<file path="src/rtl/dr_reg_isz_if.sv">
// Bus/control bundle for the ISZ-capable data register.
// master = control unit / memory side, slave = register.
interface dr_reg_isz_if #(
  parameter int WIDTH = 16
);
  logic [WIDTH-1:0] Data;
  logic             LD;
  logic             INR;
  logic             DEC;
  logic             CLRR;
  logic             ISZ;
  logic             MemValid;
  logic             WrAck;
  logic [WIDTH-1:0] Q;
  logic             Z;
  logic             CO;
  logic             WrReq;
  logic             Busy;
  logic             Skip;

  modport master (
    output Data, LD, INR, DEC, CLRR,
    output ISZ, MemValid, WrAck,
    input  Q, Z, CO, WrReq, Busy, Skip
  );

  modport slave (
    input  Data, LD, INR, DEC, CLRR,
    input  ISZ, MemValid, WrAck,
    output Q, Z, CO, WrReq, Busy, Skip
  );
endinterface

</file>
<file path="src/rtl/dr_reg_isz.sv">
// Data register with INR/DEC/LD/CLR, flags, optional
// saturation and an embedded ISZ fetch/incr/write-back FSM.
module dr_reg_isz #(
  parameter int WIDTH = 16,
  parameter bit SAT   = 1'b0
) (
  input  logic                CLK,
  input  logic                CLR,
  dr_reg_isz_if.slave         bus
);

  typedef enum logic [1:0] {
    IDLE, FETCH, INCR, WRITE
  } state_t;

  state_t           r_st;
  logic [WIDTH-1:0] r_q;
  logic             r_z;
  logic             r_co;
  logic             r_wrreq;
  logic             r_busy;
  logic             r_skip;

  state_t           w_st;
  logic [WIDTH-1:0] w_q;
  logic             w_co;
  logic             w_wrreq;
  logic             w_skip;
  logic [WIDTH:0]   w_inc;
  logic [WIDTH:0]   w_dec;

  assign w_inc = {1'b0, r_q} + (WIDTH+1)'(1);
  assign w_dec = {1'b0, r_q} - (WIDTH+1)'(1);

  always_comb begin
    w_st    = r_st;
    w_q     = r_q;
    w_co    = r_co;
    w_wrreq = 1'b0;
    w_skip  = 1'b0;
    unique case (r_st)
      IDLE: begin
        if (bus.ISZ) begin
          w_st = FETCH;
        end else if (bus.CLRR) begin
          w_q  = '0;
          w_co = 1'b0;
        end else if (bus.LD) begin
          w_q  = bus.Data;
          w_co = 1'b0;
        end else if (bus.INR) begin
          if (SAT && (&r_q)) begin
            w_co = 1'b1;
          end else begin
            w_q  = w_inc[WIDTH-1:0];
            w_co = w_inc[WIDTH];
          end
        end else if (bus.DEC) begin
          if (SAT && (r_q == '0)) begin
            w_co = 1'b1;
          end else begin
            w_q  = w_dec[WIDTH-1:0];
            w_co = w_dec[WIDTH];
          end
        end
      end
      FETCH: begin
        if (bus.MemValid) begin
          w_q  = bus.Data;
          w_co = 1'b0;
          w_st = INCR;
        end
      end
      INCR: begin
        // ISZ always wraps so the zero skip can fire
        w_q     = w_inc[WIDTH-1:0];
        w_co    = w_inc[WIDTH];
        w_st    = WRITE;
        w_wrreq = 1'b1;
      end
      WRITE: begin
        w_wrreq = 1'b1;
        if (bus.WrAck) begin
          w_st    = IDLE;
          w_wrreq = 1'b0;
          w_skip  = (r_q == '0);
        end
      end
      default: w_st = IDLE;
    endcase
  end

  always_ff @(posedge CLK) begin
    if (CLR) begin
      r_st    <= IDLE;
      r_q     <= '0;
      r_z     <= 1'b1;
      r_co    <= 1'b0;
      r_wrreq <= 1'b0;
      r_busy  <= 1'b0;
      r_skip  <= 1'b0;
    end else begin
      r_st    <= w_st;
      r_q     <= w_q;
      r_z     <= (w_q == '0);
      r_co    <= w_co;
      r_wrreq <= w_wrreq;
      r_busy  <= (w_st != IDLE);
      r_skip  <= w_skip;
    end
  end

  assign bus.Q     = r_q;
  assign bus.Z     = r_z;
  assign bus.CO    = r_co;
  assign bus.WrReq = r_wrreq;
  assign bus.Busy  = r_busy;
  assign bus.Skip  = r_skip;

endmodule
</file>
<file path="src/flat_wrapper.sv">
// flat-port wrapper written by rule: the top's interface ports become plain ports
module dr_reg_isz_flat 
#(
  parameter int WIDTH = 16,
  parameter bit SAT   = 1'b0
)
  (CLK, CLR, bus_Data, bus_LD, bus_INR, bus_DEC, bus_CLRR, bus_ISZ, bus_MemValid, bus_WrAck, bus_Q, bus_Z, bus_CO, bus_WrReq, bus_Busy, bus_Skip);
  dr_reg_isz_if #(.WIDTH(WIDTH)) bus_i ();
  input  logic CLK;
  input  logic CLR;
  input wire logic [$bits(bus_i.Data)-1:0] bus_Data;
  input wire logic [$bits(bus_i.LD)-1:0] bus_LD;
  input wire logic [$bits(bus_i.INR)-1:0] bus_INR;
  input wire logic [$bits(bus_i.DEC)-1:0] bus_DEC;
  input wire logic [$bits(bus_i.CLRR)-1:0] bus_CLRR;
  input wire logic [$bits(bus_i.ISZ)-1:0] bus_ISZ;
  input wire logic [$bits(bus_i.MemValid)-1:0] bus_MemValid;
  input wire logic [$bits(bus_i.WrAck)-1:0] bus_WrAck;
  output wire logic [$bits(bus_i.Q)-1:0] bus_Q;
  output wire logic [$bits(bus_i.Z)-1:0] bus_Z;
  output wire logic [$bits(bus_i.CO)-1:0] bus_CO;
  output wire logic [$bits(bus_i.WrReq)-1:0] bus_WrReq;
  output wire logic [$bits(bus_i.Busy)-1:0] bus_Busy;
  output wire logic [$bits(bus_i.Skip)-1:0] bus_Skip;
  assign bus_i.Data = bus_Data;
  assign bus_i.LD = bus_LD;
  assign bus_i.INR = bus_INR;
  assign bus_i.DEC = bus_DEC;
  assign bus_i.CLRR = bus_CLRR;
  assign bus_i.ISZ = bus_ISZ;
  assign bus_i.MemValid = bus_MemValid;
  assign bus_i.WrAck = bus_WrAck;
  assign bus_Q = bus_i.Q;
  assign bus_Z = bus_i.Z;
  assign bus_CO = bus_i.CO;
  assign bus_WrReq = bus_i.WrReq;
  assign bus_Busy = bus_i.Busy;
  assign bus_Skip = bus_i.Skip;
  dr_reg_isz #(.WIDTH(WIDTH), .SAT(SAT)) u_core (.CLK(CLK), .CLR(CLR), .bus(bus_i));
endmodule
</file>
<file path="config.mk">
export PLATFORM = sky130hd
export DESIGN_NAME = dr_reg_isz_flat
export DESIGN_NICKNAME = d
export VERILOG_FILES = /design/src/rtl/dr_reg_isz_if.sv /design/src/rtl/dr_reg_isz.sv /design/src/flat_wrapper.sv
export SDC_FILE = /design/constraint.sdc
export NUM_CORES = 1
export LEC_CHECK = 0
export CAP_MARGIN = 20
export CORE_MARGIN = 8
export CORE_UTILIZATION = 45
export CTS_CLUSTER_SIZE = 16
export DETAILED_ROUTE_END_ITERATION = 8
export PLACE_DENSITY_LB_ADDON = 0.05
export SYNTH_ARGS = -nofsm -noshare
export SYNTH_HDL_FRONTEND = slang
export SYNTH_SLANG_ARGS = --single-unit
</file>
<file path="constraint.sdc">
create_clock -name CLK -period 2.8 [get_ports CLK]
set_clock_uncertainty 0.05 [all_clocks]
set_input_delay 0.28 -clock CLK [delete_from_list [all_inputs] [get_ports CLK]]
set_output_delay 0.28 -clock CLK [all_outputs]
set_load 0.01 [all_outputs]
</file>
==> results of run 1 <==
==> power by group through the flow <==
| stage | clock network (W) | registers (W) | logic, W |
|---|---|---|---|
| 2_1_floorplan | 0 | 0.000561 | 0.00133 |
| 3_3_place_gp | 0 | 0.000584 | 0.00230 |
| 3_5_place_dp | 0 | 0.000584 | 0.00231 |
| 4_1_cts | 0.000228 | 0.000579 | 0.00232 |
| 5_1_grt | 0.000245 | 0.000601 | 0.00259 |
| 6_report | 0.000224 | 0.000588 | 0.00242 |
==> per-layer routing <==
| metal | track usage | part of all wire | wire length (um) | vias up |
|---|---|---|---|---|
| li1 | - | - | - | 1637 |
| met1 | 0.333 | 0.43 | 4710 | 1647 |
| met2 | 0.385 | 0.43 | 4710 | 231 |
| met3 | 0.0537 | 0.11 | 1210 | 34 |
| met4 | 0.0886 | 0.034 | 376 | 0 |
| met5 | 0 | 0 | 0 | - |
==> state kept, by name (all words and copies together), names as in the netlist <==
register          flops
u_core.bus.Q         16
u_core.r_st           2
u_core.bus.Busy       1
u_core.bus.CO         1
u_core.bus.Skip       1
u_core.bus.WrReq      1
u_core.bus.Z          1
==> worst paths after layout <==
| path | startpoint | end | slack, ns |
|---|---|---|---|
| hold reg to reg | u_core.bus.CO$_SDFFE_PP0P_ | u_core.bus.CO$_SDFFE_PP0P_ | 0.45 |
| hold / removal | u_core.bus.CO$_SDFFE_PP0P_ | u_core.bus.CO$_SDFFE_PP0P_ | 0.45 |
| setup reg to reg | u_core.r_st[0]$_SDFF_PP0_ | u_core.bus.Z$_SDFF_PP1_ | 0.11 |
| setup / recovery | u_core.r_st[0]$_SDFF_PP0_ | u_core.bus.Z$_SDFF_PP1_ | 0.11 |
==> what timing repair did <==
item / CTS / global route
gates resized for setup: 1 / 6
pin swaps: 0 / 1
endpoints found under the hold margin: 0 / 0
setup endpoints to repair: 1 / 1
setup buffers: 0 / 0
==> cells by family (layout without fill, tap and decap cells) <==
kind of cell | after synthesis | after routing | synth area share
buf+inv | 54 | 126 | 0.0805
xor+xnor | 6 | 6 | 0.0195
simple gates | 175 | 175 | 0.341
mux | 10 | 10 | 0.0386
compound gates | 121 | 121 | 0.316
fa+ha+maj | 7 | 7 | 0.0326
flops | 23 | 23 | 0.171
==> synth_stat cells (5+ instances only) <==
library cell  instances  area share
inv_1                16       0.022
a221oi_1              7       0.023
a31oi_1               5       0.012
ha_1                  7       0.033
nand2b_1              6       0.014
and3_1                6       0.014
nand2_1              37       0.052
nand3_1              15       0.028
and2_1                9       0.021
o21ai_0              24       0.045
nor4_1               10       0.023
clkbuf_1             27       0.038
nor2_1               42       0.059
o31ai_1               6       0.017
buf_2                 8       0.015
a21oi_1              21       0.039
a32oi_1               6       0.020
mux2i_1               7       0.026
o211ai_1              6       0.017
dfxtp_1              23        0.17
nand4_1              13       0.030
nor3_1                8       0.015
==> cell type report <==
type                    count  area, sq um  share of cell area
clock buffers               3         41.3              0.0114
flip-flops and latches     23          465               0.129
repair buffers            106          908               0.251
multi-input cells         319         2040               0.564
inverters                  16         60.1              0.0166
well taps                  75         93.8              0.0260
clock inverters             1         5.00             0.00139
==> metrics by stage <==
step / util / setup TNS, ns
after floorplan: - / 0
after global placement: 0.604 / 0
after detailed placement: 0.604 / -0.0388
after CTS: 0.612 / 0
after global routing: 0.617 / 0
final: 0.617 / 0
==> worst reg2reg max path, cell delays in order (launching register included) <==
cell and delay [ns]:
dfxtp_1 0.40, inv_1 0.10, ha_1 0.30, a21oi_2 0.18
o21ai_1 0.17, o21bai_1 0.22, a221oi_2 0.31, nand3_1 0.19
a2111oi_4 0.32, nand4_1 0.13, o31ai_1 0.24
==> qor.yml, run 1 <==
sta:
  finalSetupViolCount: 0
  worst_slack_ns: 0.109
  rsz0062_at_grt: "no"
  finalCritPeriodShare: 0.961
  slew_headroom: 0.615
  min_period_ns: 2.69
  tightest_slew_ns: 0.572
  drv_slew: 0
  hold_viol: 0
  fmax_mhz: 372
  fin_hold_ws_ns: 0.453
critical_path:
  slowest_stage: "dfxtp_1"
  critPathMaxStageDelay_ns: 0.40
  crit_buf_inv: 1
  crit_path_end_kind: "flop"
  cp.arrival_ns: 2.83
  cp_max_fo: 5
  cp.required_ns: 2.94
  start_kind: "flop"
  crit_chain: "inv_1 -> ha_1 -> a21oi_2 -> o21ai_1 -> o21bai_1 -> a221oi_2 -> nand3_1 -> a2111oi_4 -> nand4_1 -> o31ai_1"
  cp.depth: 10
  path_class: "reg2reg"
  r2r_cells: 10
  path_delay_family: "compound AO/OA/AOI/OAI gates"
drt:
  dr.pass1.iters: 5
  drtIter0Drc: 371
  viasPerCell: 6.54
  wirelength_um: 11000
  drtAntennaViolNets: 0
  drc: 0
  vias: 3549
  wire_per_inst_um: 20.3
finish:
  drive_gt1_frac: 0.171
  nNetsFinal: 501
  nFillCells: 564
  area_delta_synth_final_pct: 34.3
  final_common_cell: "buf_4"
  instances_no_fill: 543
  design_area_sq_um: 3610
  antennaDiodeCount: 0
  final_cell_mix: "buf_4, clkdlybuf4s50_1, nor2_1, nand2_1, o21ai_0"
synthesis:
  mappedNetlistArea_sq_um: 2690
  synth-main-ff-cell: "dfxtp_1"
  synth-edff-count: 0
  syn_area_per_cell_sq_um: 6.79
  syn_inst: 396
  ys_async_sr_fraction: 0
  yosysWarnings: 0
  syn_nets: 428
  ys_seq_area_frac: 0.171
  synth-seq-cells: 23
  ys_types: 65
worst_hold_path:
  whs_path_depth: 2
  min_path_type: "reg2reg"
die:
  dieWidth_um: 93.3
  io_pins: 46
  dieArea_sq_um: 8700
  core_area_sq_um: 5850
  start_util: 0.460
  rows: 28
  die_h_um: 93.3
cts:
  htreeDepth: 1
  cts.sinks: 23
  cts-root-buf: "clkbuf_8"
  clk_pin_slew_ns: 0.10
  cts_hold_repair.buffers: 0
  numCtsBuffers: 3
  cts_buffer_depth: 2
  worstSkewPairLatency_ns: 0.27
  cts_tree: "done"
power:
  power_density_nw_per_um2: 894
  leakagePower_nw: 1.36
  power_w: 0.00323
  clkPwrFrac: 0.069
  combPwrFrac: 0.748
  seq_power_share: 0.182
  switching_power_w: 0.00160
  p_int_w: 0.00163
  ir_drop_mv: 0.548
  p_sw_frac: 0.496
place:
  gp_congestion: 0.941
  placed_cells: 539
  io_buffers: 45
  place_area_sq_um: 3530
  pre_cts_slack_ns: -0.0388
  hpwl_um: 8700
grt:
  grt.overflow.total: 0
  grt_max_degree: 17
  grt_pass1_wl_um: 17400
  antenna_found_initial: 0
  grt_usage: 0.250
  first_global_vias: 3245
flow_run:
  max_cap_viol_count: 0
run_status:
  outcome: "finished clean"
Note: power is estimated with default switching activity, not from simulation.
==> run 2, diff against run 1 <==
Settings changed: ABC_CLOCK_PERIOD_IN_PS set to 2800.
==> results of run 2 <==
Same layout as run 1: the final DEF is identical, and so are final timing and power.
==> run 3, diff against run 2 <==
Settings changed: CORE_UTILIZATION 45 to 49.
==> run 3 against run 2 <==
  * Critical path depth stayed put
  * Power is 3.6% higher
  * Combinational power is 4% higher
  * First-iteration DRC count is 23% higher
  * Sequential share of layout area is 0.28 points lower
  * Wire length is 0.16% lower
  * Fmax is 1.9% higher
  * Core utilization is 7.7 points higher
  * Worst hold slack better by 0.014 ns
==> qor.yml, run 3 (synthesis gave the netlist of run 1 again) <==
finish:
  largest_register_ffs: 16  # unchanged
  drive_gt1_frac: 0.214  # +0.0426
  area_delta_synth_final_pct: 39.6
  antennaDiodeCount: 0  # unchanged
  final_common_cell: "buf_4"
  nNetsFinal: 506  # +1.0%
  final_cell_mix: "buf_4, clkdlybuf4s50_1, nor2_1, nand2_1, o21ai_0"
  instances_no_fill: 545  # +0.37%
grt:
  grt.overflow.total: 0  # unchanged
  antenna_found_initial: 0  # unchanged
  grt_pass1_wl_um: 17400  # unchanged
  first_global_vias: 3392  # +4.5%
  grt_max_degree: 20  # +3
  grt_usage: 0.258  # +0.00815
place:
  placed_cells: 540  # +0.19%
  gp_congestion: 0.933  # -0.86%
  pre_cts_slack_ns: -0.118  # -0.0797 ns
  io_buffers: 45  # unchanged
  hpwl_um: 8450  # -2.8%
cts:
  cts_buffer_depth: 2  # unchanged
  numCtsBuffers: 3  # unchanged
  cts-root-buf: "clkbuf_8"
  cts.sinks: 23  # unchanged
  worstSkewPairLatency_ns: 0.28  # about the same
  cts_tree: "done"
  htreeDepth: 1  # unchanged
  clk_pin_slew_ns: 0.10  # about the same
power:
  power_density_nw_per_um2: 892  # -0.24%
  leakagePower_nw: 1.42  # +3.8%
  p_sw_frac: 0.488  # -0.00797
  clkPwrFrac: 0.069  # about the same
  power_w: 0.00335  # +3.6%
  seq_power_share: 0.177  # -0.005
  ir_drop_mv: 0.748  # +36%
  p_int_w: 0.00171  # +5.3%
  combPwrFrac: 0.755  # +0.007
  switching_power_w: 0.00163  # +2.0%
drt:
  dr.pass1.iters: 5  # unchanged
  drt-met1-wl_um: 4660  # -1.1%
  drtAntennaViolNets: 0  # unchanged
  drtIter0Drc: 457  # +23%
  vias: 3560  # +0.31%
  wirelength_um: 11000  # -0.16%
  drc: 0  # unchanged
  viasPerCell: 6.53  # about the same
  wire_per_inst_um: 20.2  # -0.53%
  maxUsedRoutingLayer: "met4"
  met3_length_um: 1100  # -9.3%
  routed-wl-met2_um: 4770  # +1.2%
sta:
  hold_viol: 0  # unchanged
  finalSetupViolCount: 0  # unchanged
  tightest_slew_ns: 0.574  # +0.00170 ns
  finalCritPeriodShare: 0.943  # -0.0181
  fin_hold_ws_ns: 0.467  # +0.0135 ns
  fmax_mhz: 379  # +1.9%
  slew_headroom: 0.614  # -0.00114
  drv_slew: 0  # unchanged
  worst_slack_ns: 0.160  # +0.0508 ns
  min_period_ns: 2.64  # -0.0508 ns
worst_hold_path:
  min_path_type: "reg2reg"
  whs_path_depth: 2  # unchanged
critical_path:
  crit_buf_inv: 1  # unchanged
  r2r_cells: 10  # unchanged
  cp.arrival_ns: 2.79  # -0.04 ns
  cp_max_fo: 5  # unchanged
  path_delay_family: "compound AO/OA/AOI/OAI gates"
  cp.depth: 10  # unchanged
  path_class: "reg2reg"
  crit_path_end_kind: "flop"
  critPathMaxStageDelay_ns: 0.39  # about the same
  crit_chain: "inv_1 -> ha_1 -> and2_1 -> a211o_1 -> a221oi_2 -> o22a_1 -> nand3_2 -> a2111oi_4 -> nand4_1 -> o31ai_1"
  start_kind: "flop"
  cp.required_ns: 2.95  # about the same
  slowest_stage: "dfxtp_4"
die:
  start_util: 0.497  # +0.0379
  dieWidth_um: 90.1  # -3.5%
  core_area_sq_um: 5410  # -7.6%
  rows: 27  # -3.6%
  io_pins: 46  # unchanged
  dieArea_sq_um: 8110  # -6.8%
  die_h_um: 90.1  # -3.5%
run_status:
  outcome: "finished clean"
flow_run:
  max_cap_viol_count: 0  # unchanged
run 3: cell types whose count changed in the layout (fill, tap and decap cells not counted), sizes merged:
cell / previous run / this run
buf: 61 / 66
clkdlybuf4s50: 45 / 44
dlymetal6s2s: 0 / 1
run 3: layout make-up:
class	instances	area, sq um
clock buffer	3	41.3
multi-input combinational	319	2110
clock inverter	1	5.00
fill	505	1650
inverter	16	60.1
sequential	23	473
timing repair buffer	111	973
tap	72	90.1
run 3: power by group through the flow:
| stage | registers, W | clock network (W) | logic (W) |
|---|---|---|---|
| global route | 0.000600 | 0.000238 | 0.00270 |
| floorplan | 0.000561 | 0 | 0.00133 |
| finish | 0.000591 | 0.000229 | 0.00252 |
| CTS | 0.000573 | 0.000228 | 0.00233 |
| global placement | 0.000576 | 0 | 0.00229 |
| detailed placement | 0.000576 | 0 | 0.00231 |
run 3: per-stage QoR:
step | area [sq um] | setup TNS, ns | utilization
floorplan | 2690 | 0 | -
global placement | 3590 | -0.105 | 0.663
detailed placement | 3590 | -0.118 | 0.663
CTS | 3640 | 0 | 0.674
global route | 3750 | -0.0239 | 0.694
finish | 3750 | 0 | 0.694
run 3: repair_timing:
action	CTS	global route
pin swaps	2	5
hold buffers	0	0
setup buffers	0	1
gates resized for setup	4	23
endpoints found under the setup margin	1	1
run 3: path summary, 6_finish.rpt:
| path | from | endpoint | slack (ns) |
|---|---|---|---|
| max reg2reg | u_core.bus.Q[0]$_SDFF_PP0_ | u_core.bus.Z$_SDFF_PP1_ | 0.16 |
| min | u_core.bus.CO$_SDFFE_PP0P_ | u_core.bus.CO$_SDFFE_PP0P_ | 0.47 |
| min reg2reg | u_core.bus.CO$_SDFFE_PP0P_ | u_core.bus.CO$_SDFFE_PP0P_ | 0.47 |
| max | u_core.bus.Q[0]$_SDFF_PP0_ | u_core.bus.Z$_SDFF_PP1_ | 0.16 |
run 3: layer usage:
layer | global-route usage | up-vias
met2 | 0.399 | 221
met1 | 0.338 | 1660
met5 | 0 | -
met3 | 0.0432 | 38
li1 | - | 1641
met4 | 0.126 | 0
run 3: worst min-delay path, cell delays in order (launching register included):
cell	delay (ns)
dfxtp_1	0.33
nor2_1	0.10
a211oi_1	0.05
